==> src/rtl/silife_max7219_pkg.sv <==
// Shared definitions for the MAX7219 link (receiver and transmitter).
// Holds the register address map, the frame length and the SPI state type.
package silife_max7219_pkg;

  localparam logic [3:0] REG_NOOP       = 4'h0;
  localparam logic [3:0] REG_DIGIT0     = 4'h1;
  localparam logic [3:0] REG_DECODE     = 4'h9;
  localparam logic [3:0] REG_INTENSITY  = 4'hA;
  localparam logic [3:0] REG_SCAN_LIMIT = 4'hB;
  localparam logic [3:0] REG_SHUTDOWN   = 4'hC;
  localparam logic [3:0] REG_TEST       = 4'hF;

  localparam int FRAME_BITS = 16;

  typedef enum logic {
    IDLE,
    SHIFT
  } state_t;

endpackage

==> src/rtl/silife_sync_edge.sv <==
// N-stage synchroniser for an asynchronous input, with one extra register
// used for edge detection.
// Ports:
//   clk, reset (active-low async)
//   d    : asynchronous input
//   q    : synchronised level, delayed to line up with the edge pulses
//   rise : one-cycle pulse on a synchronised 0->1 transition
//   fall : one-cycle pulse on a synchronised 1->0 transition
module silife_sync_edge #(
  parameter int STAGES = 2
) (
  input  logic clk,
  input  logic reset,
  input  logic d,
  output logic q,
  output logic rise,
  output logic fall
);

  logic [STAGES-1:0] sync;
  logic              last;

  // Edge pulses are registered so that q (taken from the edge register) and
  // rise/fall refer to the same sample: a data line passed through this block
  // is valid together with the clock-line pulse of a second instance.
  always_ff @(posedge clk or negedge reset) begin
    if (!reset) begin
      sync <= '0;
      last <= 1'b0;
      rise <= 1'b0;
      fall <= 1'b0;
    end else begin
      sync <= {sync[STAGES-2:0], d};
      last <= sync[STAGES-1];
      rise <= sync[STAGES-1] & ~last;
      fall <= ~sync[STAGES-1] & last;
    end
  end

  assign q = last;

endmodule

==> src/rtl/silife_max7219_rx.sv <==
// SPI receiver emulating a single MAX7219 LED driver.
// Deserialises CS/SCK/MOSI frames, decodes register writes into an 8x8 row
// framebuffer plus control registers, and passes shifted-out bits on DOUT
// for daisy-chaining.
// Ports:
//   clk, reset (active-low async)
//   i_cs, i_sck, i_mosi : SPI inputs, asynchronous to clk
//   o_dout              : daisy-chain output (old MSB of the shift register)
//   o_rows              : framebuffer, o_rows[r*8 +: 8] = digit register r+1
//   o_decode_mode, o_intensity, o_scan_limit, o_shutdown_n, o_display_test
//   o_wr_valid/o_wr_addr/o_wr_data : one-cycle report of an accepted write
//   o_frame_error       : one-cycle pulse when a frame is discarded
module silife_max7219_rx
  import silife_max7219_pkg::*;
#(
  parameter int SYNC_STAGES = 2,
  parameter int ROWS        = 8
) (
  input  logic              clk,
  input  logic              reset,
  input  logic              i_cs,
  input  logic              i_sck,
  input  logic              i_mosi,
  output logic              o_dout,
  output logic [ROWS*8-1:0] o_rows,
  output logic [7:0]        o_decode_mode,
  output logic [3:0]        o_intensity,
  output logic [2:0]        o_scan_limit,
  output logic              o_shutdown_n,
  output logic              o_display_test,
  output logic              o_wr_valid,
  output logic [3:0]        o_wr_addr,
  output logic [7:0]        o_wr_data,
  output logic              o_frame_error
);

  logic cs_q, cs_rise, cs_fall;
  logic sck_q, sck_rise, sck_fall;
  logic mosi, mosi_rise, mosi_fall;
  logic unused_sync;

  silife_sync_edge #(.STAGES(SYNC_STAGES)) u_sync_cs (
    .clk(clk), .reset(reset), .d(i_cs),
    .q(cs_q), .rise(cs_rise), .fall(cs_fall)
  );

  silife_sync_edge #(.STAGES(SYNC_STAGES)) u_sync_sck (
    .clk(clk), .reset(reset), .d(i_sck),
    .q(sck_q), .rise(sck_rise), .fall(sck_fall)
  );

  silife_sync_edge #(.STAGES(SYNC_STAGES)) u_sync_mosi (
    .clk(clk), .reset(reset), .d(i_mosi),
    .q(mosi), .rise(mosi_rise), .fall(mosi_fall)
  );

  // Only the CS edges, the SCK rising edge and the MOSI level are used.
  assign unused_sync = ^{cs_q, sck_q, sck_fall, mosi_rise, mosi_fall};

  state_t                state;
  logic [FRAME_BITS-1:0] shift_reg;
  logic [3:0]            bit_cnt;
  logic                  any_bits;

  logic [3:0] frame_addr;
  logic [7:0] frame_data;
  logic       wr_accept;

  assign frame_addr = shift_reg[11:8];
  assign frame_data = shift_reg[7:0];
  // 0x0 is a no-op and 0xD/0xE do not exist on the MAX7219.
  assign wr_accept  = (frame_addr != REG_NOOP) && (frame_addr != 4'hD) &&
                      (frame_addr != 4'hE);

  // A CS edge takes priority over a coincident SCK edge, so the SCK edge that
  // arrives together with CS falling is never shifted. bit_cnt wraps every
  // 16 bits, so a zero count on CS rising means a whole number of frames and
  // the shift register then holds the last 16 bits received.
  always_ff @(posedge clk or negedge reset) begin
    if (!reset) begin
      state          <= IDLE;
      shift_reg      <= '0;
      bit_cnt        <= '0;
      any_bits       <= 1'b0;
      o_dout         <= 1'b0;
      o_rows         <= '0;
      o_decode_mode  <= '0;
      o_intensity    <= '0;
      o_scan_limit   <= '0;
      o_shutdown_n   <= 1'b0;
      o_display_test <= 1'b0;
      o_wr_valid     <= 1'b0;
      o_wr_addr      <= '0;
      o_wr_data      <= '0;
      o_frame_error  <= 1'b0;
    end else begin
      o_wr_valid    <= 1'b0;
      o_frame_error <= 1'b0;
      case (state)
        IDLE: begin
          bit_cnt  <= '0;
          any_bits <= 1'b0;
          if (cs_fall) begin
            state <= SHIFT;
          end
        end
        SHIFT: begin
          if (cs_rise) begin
            state <= IDLE;
            if (any_bits) begin
              if (bit_cnt != 4'd0) begin
                o_frame_error <= 1'b1;
              end else begin
                if (wr_accept) begin
                  o_wr_valid <= 1'b1;
                  o_wr_addr  <= frame_addr;
                  o_wr_data  <= frame_data;
                end
                case (frame_addr)
                  REG_DECODE:     o_decode_mode  <= frame_data;
                  REG_INTENSITY:  o_intensity    <= frame_data[3:0];
                  REG_SCAN_LIMIT: o_scan_limit   <= frame_data[2:0];
                  REG_SHUTDOWN:   o_shutdown_n   <= frame_data[0];
                  REG_TEST:       o_display_test <= frame_data[0];
                  default: begin
                    for (int r = 0; r < ROWS; r++) begin
                      if (frame_addr == REG_DIGIT0 + 4'(r)) begin
                        o_rows[r*8 +: 8] <= frame_data;
                      end
                    end
                  end
                endcase
              end
            end
          end else if (sck_rise) begin
            shift_reg <= {shift_reg[FRAME_BITS-2:0], mosi};
            bit_cnt   <= bit_cnt + 4'd1;
            any_bits  <= 1'b1;
            o_dout    <= shift_reg[FRAME_BITS-1];
          end
        end
        default: state <= IDLE;
      endcase
    end
  end

endmodule

==> config.mk <==
export PLATFORM = sky130hd
export DESIGN_NAME = silife_max7219_rx
export DESIGN_NICKNAME = d
export VERILOG_FILES = /design/src/rtl/silife_max7219_pkg.sv /design/src/rtl/silife_sync_edge.sv /design/src/rtl/silife_max7219_rx.sv
export SDC_FILE = /design/constraint.sdc
export NUM_CORES = 1
export LEC_CHECK = 0
export BUFFER_PORTS_ARGS = -buffer_cell sky130_fd_sc_hd__buf_2
export CAP_MARGIN = 20
export CORE_ASPECT_RATIO = 0.6
export CORE_MARGIN = 3
export CORE_UTILIZATION = 44
export CTS_BUF_LIST = sky130_fd_sc_hd__clkbuf_4 sky130_fd_sc_hd__clkbuf_8
export DETAILED_ROUTE_END_ITERATION = 16
export GPL_TIMING_DRIVEN = 0
export HOLD_SLACK_MARGIN = 0.1
export MAX_ROUTING_LAYER = met4
export PLACE_DENSITY_LB_ADDON = 0.3
export SLEW_MARGIN = 20
export SYNTH_ARGS = -nofsm -noshare
export SYNTH_HDL_FRONTEND = slang
export SYNTH_HIERARCHICAL = 1
export SYNTH_SLANG_ARGS = --single-unit
==> constraint.sdc <==
create_clock -name clk -period 2.8 [get_ports clk]
set_input_delay 0.14 -clock clk [delete_from_list [all_inputs] [get_ports clk]]
set_output_delay 0.14 -clock clk [all_outputs]
set_load 0.05 [all_outputs]
==> run_results.csv, run 1 <==
group,metric,value,unit
synthesis,synthCells,342,
die,rows,29,
global_route,grt_pass1_wl,18200,µm
worst_setup_path,arrival,2.80,ns
layout,seq_area,3250,µm²
cts,cts_made_buffers,17,
layout,syn_to_final_growth,24.0,%
placed_design,gp_congestion,0.798,
worst_setup_path,crit_slowest_cell,"nor3_2",
die,start_util,47.1,%
run,drv_cap,0,
timing,skew,0.0100,ns
timing,slew_headroom,41.4,%
layout,largest_reg_flops,64,
detailed_routing,ant_nets,0,
cts,cts_tree,"built",
synthesis,syn_nets,349,
timing,rsz0062_at_grt,"no",
synthesis,netlist_area,5180,µm²
detailed_routing,drc_errors,0,
detailed_routing,num_vias,3178,
detailed_routing,via_per_inst,5.02,
min_path,hold_path.class,"in2async",
timing,tns,0,ns
worst_setup_path,crit_path_start_kind,"flip-flop",
global_route,gr-usage-all-layers,18.3,%
layout,drive_gt1_share,55.4,%
timing,finalHoldViolCount,0,
global_route,grt-ovfl-total,0,
timing,finalSetupViolCount,0,
synthesis,yosys_warnings,6,
status,status,"finished clean",
layout,fill_cells,892,
power_and_ir_drop,p_leak,0.00347,µW
worst_setup_path,critical_path_class,"reg2reg",
global_route,grt_max_degree,80,
global_route,antenna_found_initial,0,
detailed_routing,routedWlPerCell,17.6,µm
cts,insertion_delay,0.42,ns
cts,cts_max_path_buffers,2,
layout,antenna_cells,0,
timing,fmax,400,MHz
timing,fin_crit_sh,89.4,%
placed_design,hpwlAfterDp,7920,µm
die,die_area,13100,µm²
die,ios,101,
timing,fin_crit,2.50,ns
cts,cts.reportedPaths.clkPinSlew,0.07,ns
detailed_routing,drt_wl_total,11100,µm
power_and_ir_drop,p_total,4310,µW
detailed_routing,dr.pass1.iters,7,
synthesis,postSynthAreaPerCell,15.1,µm²
cts,clock_sinks,130,
layout,multiInputGateArea,1800,µm²
timing,tightest_slew,0.874,ns
worst_setup_path,endpoint_kind,"flip-flop",
worst_setup_path,cp_num_buf_inv,1,
die,core_area,11000,µm²
cts,cts_root_buf,"clkbuf_8",
placed_design,io_buffers,100,
timing,slew_violations,0,
global_route,grt_pass1_vias,3373,
die,die_w,146,µm
die,die_h,90.0,µm
worst_setup_path,cp_slowest_stage_delay,0.77,ns
power_and_ir_drop,p_per_area,672,nW/µm²
worst_setup_path,crit_path_max_fanout,8,
cts,cts_max_level,4,
detailed_routing,drt_iter0_drc,259,
power_and_ir_drop,irDropWorstVdd,0.494,mV
worst_setup_path,worst_path_dominant_cell_family,"simple AND/OR/NAND/NOR gates",
layout,fin_nets,473,
worst_setup_path,required,3.10,ns
worst_setup_path,crit_chain,"inv_1 > ha_1 > nor3b_4 > nand2_2 > nor3_2 > mux2_2",
[worst register-to-register path, stage by stage (launching register included)]
cell and delay [ns]:
dfrtp_1 0.40, inv_1 0.10, ha_1 0.18, nor3b_4 0.31, nand2_2 0.21, nor3_2 0.77, mux2_2 0.42
[metal layers]
metal / wire [µm] / up-vias / track usage [%]
met2: 4950 / 84 / 25.2
met1: 5460 / 1642 / 25.7
met4: 59 / 0 / 4.77
met3: 650 / 6 / 6.53
met5: 0 / - / -
li1: - / 1446 / -
[per-stage QoR]
step | utilization (%) | instance area [µm²] | std cells | hold WS [ns] | setup slack (ns)
floorplan | - | 5180 | 342 | -0.156 | 0.817
global placement | 53.4 | 5870 | 597 | 0.248 | -0.0324
detailed placement | 53.7 | 5910 | 598 | 0.120 | 0.299
CTS | 58.4 | 6420 | 633 | 0.226 | 0.285
global route | 58.4 | 6420 | 633 | 0.261 | 0.181
finish | 58.4 | 6420 | 633 | 0.235 | 0.298
[timing repair]
action	4_1_cts	5_1_grt
setup buffers	0	0
setup endpoints to repair	0	0
gates resized for setup	0	0
hold buffers	4	0
hold endpoints to repair	54	0
[power breakdown]
part	internal [µW]	switching, µW
Sequential	1950	63.7
Combinational	139	280
Clock	1160	724
[final timing paths]
kind	depth (start not counted)	startpoint	to	slack, ns
max	6	bit_cnt[0]	o_rows[54]	0.30
min	2	reset	shift_reg[1]	0.23
max reg2reg	6	bit_cnt[0]	o_rows[54]	0.30
min reg2reg	0	u_sync_mosi/sync[1]	u_sync_mosi/q	0.35
max in group asynchronous	3	reset	o_wr_data[7]	1.83
min in group clk	0	u_sync_mosi/sync[1]	u_sync_mosi/q	0.35
[final cells by class]
| cell class | instances | area share [%] |
|---|---|---|
| clock inverters | 13 | 3.63 |
| clock buffers | 18 | 3.76 |
| well taps | 155 | 3.02 |
| repair buffers | 105 | 8.95 |
| multi-input cells | 191 | 28.0 |
| flip-flops and latches | 130 | 50.7 |
| inverters | 4 | 0.234 |
| plain buffers | 17 | 1.73 |
[cell usage in the layout (no fill, tap or decap), types with 2 or more instances in the layout]
cell and count:
a21oi_1 5, a31oi_1 2, and2_1 4, and3_1 2, buf_2 106, bufinv_16 6
clkbuf_1 6, clkbuf_8 20, clkinv_2 2, clkinv_4 3, dfrtp_1 130, dlygate4sd3_1 4
ha_1 2, inv_1 4, mux2_2 103, nand2_1 9, nand2_2 6, nand3_1 5
nand3_2 2, nor2_1 7, nor2b_1 7, nor3_1 4, nor3_4 2, o21a_1 2
o21ai_0 4, xnor2_1 3
No activity file was read; power rests on OpenSTA's default activity.
==> run 2: changes to the inputs <==
--- a/config.mk
+++ b/config.mk
@@ -15,7 +15,8 @@
 export GPL_TIMING_DRIVEN = 0
 export HOLD_SLACK_MARGIN = 0.1
 export MAX_ROUTING_LAYER = met4
-export PLACE_DENSITY_LB_ADDON = 0.3
+export PLACE_DENSITY = 0.66
+export RECOVER_POWER = 100
 export SLEW_MARGIN = 20
 export SYNTH_ARGS = -nofsm -noshare
 export SYNTH_HDL_FRONTEND = slang
==> constraint.sdc (replaced) <==
create_clock -name clk -period 2.5 [get_ports clk]
set_input_delay 0.125 -clock clk [delete_from_list [all_inputs] [get_ports clk]]
set_output_delay 0.125 -clock clk [all_outputs]
set_load 0.05 [all_outputs]
==> run_results.csv, run 2 (same netlist as run 1, synthesis figures left out) <==
group,metric,value,unit
timing,finalSetupViolCount,0,
cts,clock_sinks,130,
die,die_area,13100,µm²
worst_setup_path,crit_path_start_kind,"flip-flop",
timing,slew_violations,70,
status,violations,"capacitance limit, slew limit",
layout,antenna_cells,0,
detailed_routing,routedWlPerCell,17.9,µm
run,drv_cap,1,
worst_setup_path,critical_path_class,"reg2reg",
timing,fin_crit,2.34,ns
cts,cts_max_path_buffers,2,
cts,cts_made_buffers,17,
detailed_routing,drt_iter0_drc,225,
detailed_routing,drt_wl_total,11400,µm
layout,final_cell_mix,"dfrtp_1 (130), clkbuf_1 (103), mux2_2 (103)",
timing,slew_headroom,-9.31,%
power_and_ir_drop,p_leak,0.00304,µW
worst_setup_path,crit_chain,"inv_1 > ha_1 > or3b_1 > buf_2 > nor3_2 > nand2_1 > mux2_2",
die,die_w,146,µm
placed_design,gp_congestion,0.831,
timing,fin_crit_sh,93.4,%
layout,drive_gt1_share,34.4,%
global_route,grt_pass1_vias,3407,
detailed_routing,dr.pass1.iters,4,
cts,cts_root_buf,"clkbuf_8",
worst_setup_path,cp_slowest_stage_delay,0.40,ns
die,ios,101,
placed_design,hpwlAfterDp,7850,µm
timing,skew,0.00660,ns
global_route,grt_pass1_wl,18600,µm
detailed_routing,ant_nets,0,
layout,final_common_cell,"dfrtp_1",
status,status,"finished, violations left",
worst_setup_path,cp_num_buf_inv,2,
power_and_ir_drop,irDropWorstVdd,0.360,mV
timing,finalHoldViolCount,0,
worst_setup_path,worst_path_dominant_cell_family,"simple AND/OR/NAND/NOR gates",
cts,cts.reportedPaths.clkPinSlew,0.07,ns
timing,tns,0,ns
worst_setup_path,crit_path_max_fanout,8,
detailed_routing,drc_errors,0,
die,rows,29,
layout,fill_cells,963,
cts,cts_tree,"built",
worst_setup_path,endpoint_kind,"flip-flop",
worst_setup_path,required,2.83,ns
power_and_ir_drop,p_total,4780,µW
placed_design,io_buffers,100,
timing,rsz0062_at_grt,"no",
timing,fmax,428,MHz
die,core_area,11000,µm²
global_route,grt_max_degree,70,
worst_setup_path,arrival,2.66,ns
worst_setup_path,crit_slowest_cell,"dfrtp_1",
layout,fin_nets,474,
die,die_h,90.0,µm
cts,cts_max_level,4,
layout,largest_reg_flops,64,
global_route,antenna_found_initial,0,
power_and_ir_drop,p_per_area,766,nW/µm²
detailed_routing,via_per_inst,5.08,
timing,tightest_slew,1.64,ns
global_route,grt-ovfl-total,0,
die,start_util,47.1,%
global_route,gr-usage-all-layers,18.7,%
layout,syn_to_final_growth,20.5,%
detailed_routing,num_vias,3223,
cts,insertion_delay,0.44,ns
min_path,hold_path.class,"in2reg",
## run 2: cell types whose count changed in the layout (fill, tap and decap cells not counted), sizes merged
cell / delta
buf: -96
bufinv: -1
clkinvlp: +1
clkbuf: +99
clkinv: -1
## run 2: cell type report
class                   instances  area, µm²  area share [%]
well taps                     155        194            3.11
multi-input cells             191       1760            28.3
flip-flops and latches        130       3250            52.1
plain buffers                  17        101            1.62
clock inverters                12        205            3.29
inverters                       4       15.0           0.241
clock buffers                  20        256            4.11
repair buffers                106        452            7.24
## run 2: per-layer routing
metal,wire length (µm),global-route usage (%),vias up
li1,-,-,1459
met1,5630,26.6,1652
met2,4880,25.3,98
met3,747,6.43,14
met4,114,5.87,0
met5,0,-,-
## run 2: where the power goes
group	switching, µW	internal (µW)	leakage [µW]
Sequential	74.3	2180	0.00177
Combinational	312	143	0.00104
Clock	842	1230	0.000228
Total	1230	3550	0.00304
## run 2: worst register-to-register path, delay by kind of cell, from the launching register on
kind / cells / cell delay (ns)
adder cells (fa/ha/maj): 1 / 0.17
buffers and inverters: 2 / 0.29
flip-flops: 1 / 0.40
multiplexers: 1 / 0.39
AND/OR/NAND/NOR: 3 / 0.97
## run 2: worst paths after layout
kind / slack, ns / start / cells past startpoint / endpoint
hold reg to reg: 0.35 / u_sync_mosi/sync[0] / 0 / u_sync_mosi/sync[1]
min in group asynchronous: 0.64 / reset / 2 / u_sync_mosi/sync[0]
max in group asynchronous: 0.58 / reset / 3 / shift_reg[9]
hold / removal: 0.33 / i_sck / 2 / u_sync_sck/sync[0]
setup / recovery: 0.16 / bit_cnt[0] / 7 / o_rows[44]
setup reg to reg: 0.16 / bit_cnt[0] / 7 / o_rows[44]
## run 2: stage by stage
step / instances / hold WS [ns] / instance area (µm²) / setup WS [ns] / util, %
2_1_floorplan: 342 / -0.171 / 5180 / 0.517 / -
3_3_place_gp: 597 / 0.234 / 5870 / -0.311 / 53.4
3_5_place_dp: 598 / 0.169 / 5910 / -0.0308 / 53.7
4_1_cts: 634 / 0.255 / 6410 / 0.0399 / 58.3
5_1_grt: 635 / 0.320 / 6240 / 0.0228 / 56.8
6_report: 635 / 0.329 / 6240 / 0.164 / 56.8
## run 2: timing repair
action / CTS / global route
setup endpoints to repair: 8 / 11
pin swaps: 0 / 1
hold buffers: 4 / 0
resized for setup: 1 / 1
buffers inserted: 0 / 1
endpoints found under the hold margin: 71 / 0
==> run 3: changes to the inputs <==
--- a/config.mk
+++ b/config.mk
@@ -7,7 +7,7 @@
 export LEC_CHECK = 0
 export BUFFER_PORTS_ARGS = -buffer_cell sky130_fd_sc_hd__buf_2
 export CAP_MARGIN = 20
-export CORE_ASPECT_RATIO = 0.6
+export CORE_ASPECT_RATIO = 0.75
 export CORE_MARGIN = 3
 export CORE_UTILIZATION = 44
 export CTS_BUF_LIST = sky130_fd_sc_hd__clkbuf_4 sky130_fd_sc_hd__clkbuf_8
==> run_results.csv, run 3 (same netlist as run 1, synthesis figures left out) <==
group,metric,value,unit
status,status,"finished, violations left",
status,violations,"capacitance limit, slew limit",
timing,worst_slack,0.173,ns
layout,antenna_cells,0,
timing,slew_headroom,-35.5,%
detailed_routing,drt_wl_total,11100,µm
cts,cts_tree,"built",
placed_design,gp_congestion,0.768,
detailed_routing,num_vias,3181,
global_route,grt_pass1_wl,18400,µm
die,rows,33,
layout,fin_nets,473,
detailed_routing,drc_errors,0,
die,die_h,99.9,µm
worst_setup_path,crit_path_max_fanout,9,
worst_setup_path,endpoint_kind,"flip-flop",
timing,finalSetupViolCount,0,
timing,hold_ws,0.341,ns
global_route,grt_max_degree,82,
worst_setup_path,crit_path_start_kind,"flip-flop",
global_route,grt-ovfl-total,0,
layout,final_common_cell,"dfrtp_1",
layout,largest_reg_flops,64,
cts,cts.reportedPaths.clkPinSlew,0.08,ns
cts,cts_max_path_buffers,2,
timing,finalHoldViolCount,0,
power_and_ir_drop,irDropWorstVdd,0.423,mV
worst_setup_path,r2r_cells,6,
layout,final_cell_mix,"dfrtp_1 (130), mux2_2 (103), clkbuf_1 (102)",
cts,cts_root_buf,"clkbuf_8",
min_path,whs_path_depth,2,
layout,syn_to_final_growth,20.4,%
timing,slew_violations,81,
die,die_w,131,µm
worst_setup_path,arrival,2.63,ns
timing,tns,0,ns
timing,fmax,430,MHz
min_path,hold_path.class,"in2reg",
worst_setup_path,required,2.80,ns
die,core_area,11200,µm²
detailed_routing,via_per_inst,5.00,
cts,clock_sinks,130,
placed_design,post-place-ws,0.0678,ns
global_route,gr-usage-all-layers,18.5,%
timing,rsz0062_at_grt,"no",
layout,final_core_util,55.7,%
timing,fin_crit_sh,93.1,%
detailed_routing,drt_iter0_drc,130,
detailed_routing,routedWlPerCell,17.5,µm
placed_design,io_buffers,100,
timing,skew,0.0163,ns
detailed_routing,dr.pass1.iters,4,
detailed_routing,ant_nets,0,
die,ios,101,
die,start_util,46.3,%
global_route,grt_pass1_vias,3343,
placed_design,hpwlAfterDp,7560,µm
power_and_ir_drop,p_total,4620,µW
cts,cts_max_level,4,
worst_setup_path,critical_path_class,"reg2reg",
cts,cts_setup_buffers,0,
timing,fin_crit,2.33,ns
power_and_ir_drop,p_leak,0.00302,µW
layout,drive_gt1_share,34.4,%
cts,cts_made_buffers,17,
die,die_area,13100,µm²
timing,tightest_slew,2.03,ns
cts,insertion_delay,0.42,ns
layout,fill_cells,956,
power_and_ir_drop,p_per_area,740,nW/µm²
global_route,antenna_found_initial,0,
run,drv_cap,1,
## run 3: area by class of cell
cell class | count | area [µm²] | area share [%]
Sequential cell | 130 | 3250 | 52.2
Multi-Input combinational cell | 191 | 1780 | 28.6
Timing Repair Buffer | 105 | 448 | 7.18
Clock buffer | 20 | 275 | 4.41
Tap cell | 157 | 196 | 3.15
Clock inverter | 12 | 155 | 2.49
Buffer | 17 | 111 | 1.79
Inverter | 4 | 15.0 | 0.241
## run 3: worst max-delay path, cell delays in order (launching register included)
cell and delay [ns]:
dfrtp_1 0.40, inv_1 0.10, ha_1 0.18, nor3b_4 0.28, nand2_2 0.22, a311oi_4 0.62, mux2_2 0.41
## run 3: timing repair
| action | CTS | global route |
|---|---|---|
| gates resized for setup | 0 | 1 |
| endpoints found under the setup margin | 0 | 16 |
| hold buffers | 4 | 0 |
| endpoints found under the hold margin | 83 | 0 |
## run 3: final timing paths
path / from / endpoint / slack (ns)
worst max-delay path: bit_cnt[0] / o_wr_data[3] / 0.17
max in group asynchronous: reset / shift_reg[0] / 0.45
min in group asynchronous: reset / shift_reg[15] / 0.84
worst min-delay path: i_sck / u_sync_sck/sync[0] / 0.34
worst max register to register: bit_cnt[0] / o_wr_data[3] / 0.17
worst min register to register: u_sync_cs/sync[0] / u_sync_cs/sync[1] / 0.35
## run 3: stage by stage
| step | std cells | instance area (µm²) |
|---|---|---|
| after floorplan | 342 | 5180 |
| after global placement | 599 | 5870 |
| after detailed placement | 600 | 5910 |
| after CTS | 636 | 6380 |
| after global routing | 636 | 6240 |
| final | 636 | 6240 |
## run 3: metal layers
metal	routed length, µm	vias to the layer above	GRT usage (%)
met4	112	0	4.76
met5	0	-	-
met3	927	14	6.86
li1	-	1453	-
met1	5210	1613	25.2
met2	4850	101	26.6
## run 3: power breakdown
group          total [µW]  internal [µW]  switching, µW
sequential           2250           2180           71.7
combinational         473            150            323
clock                1890           1070            823
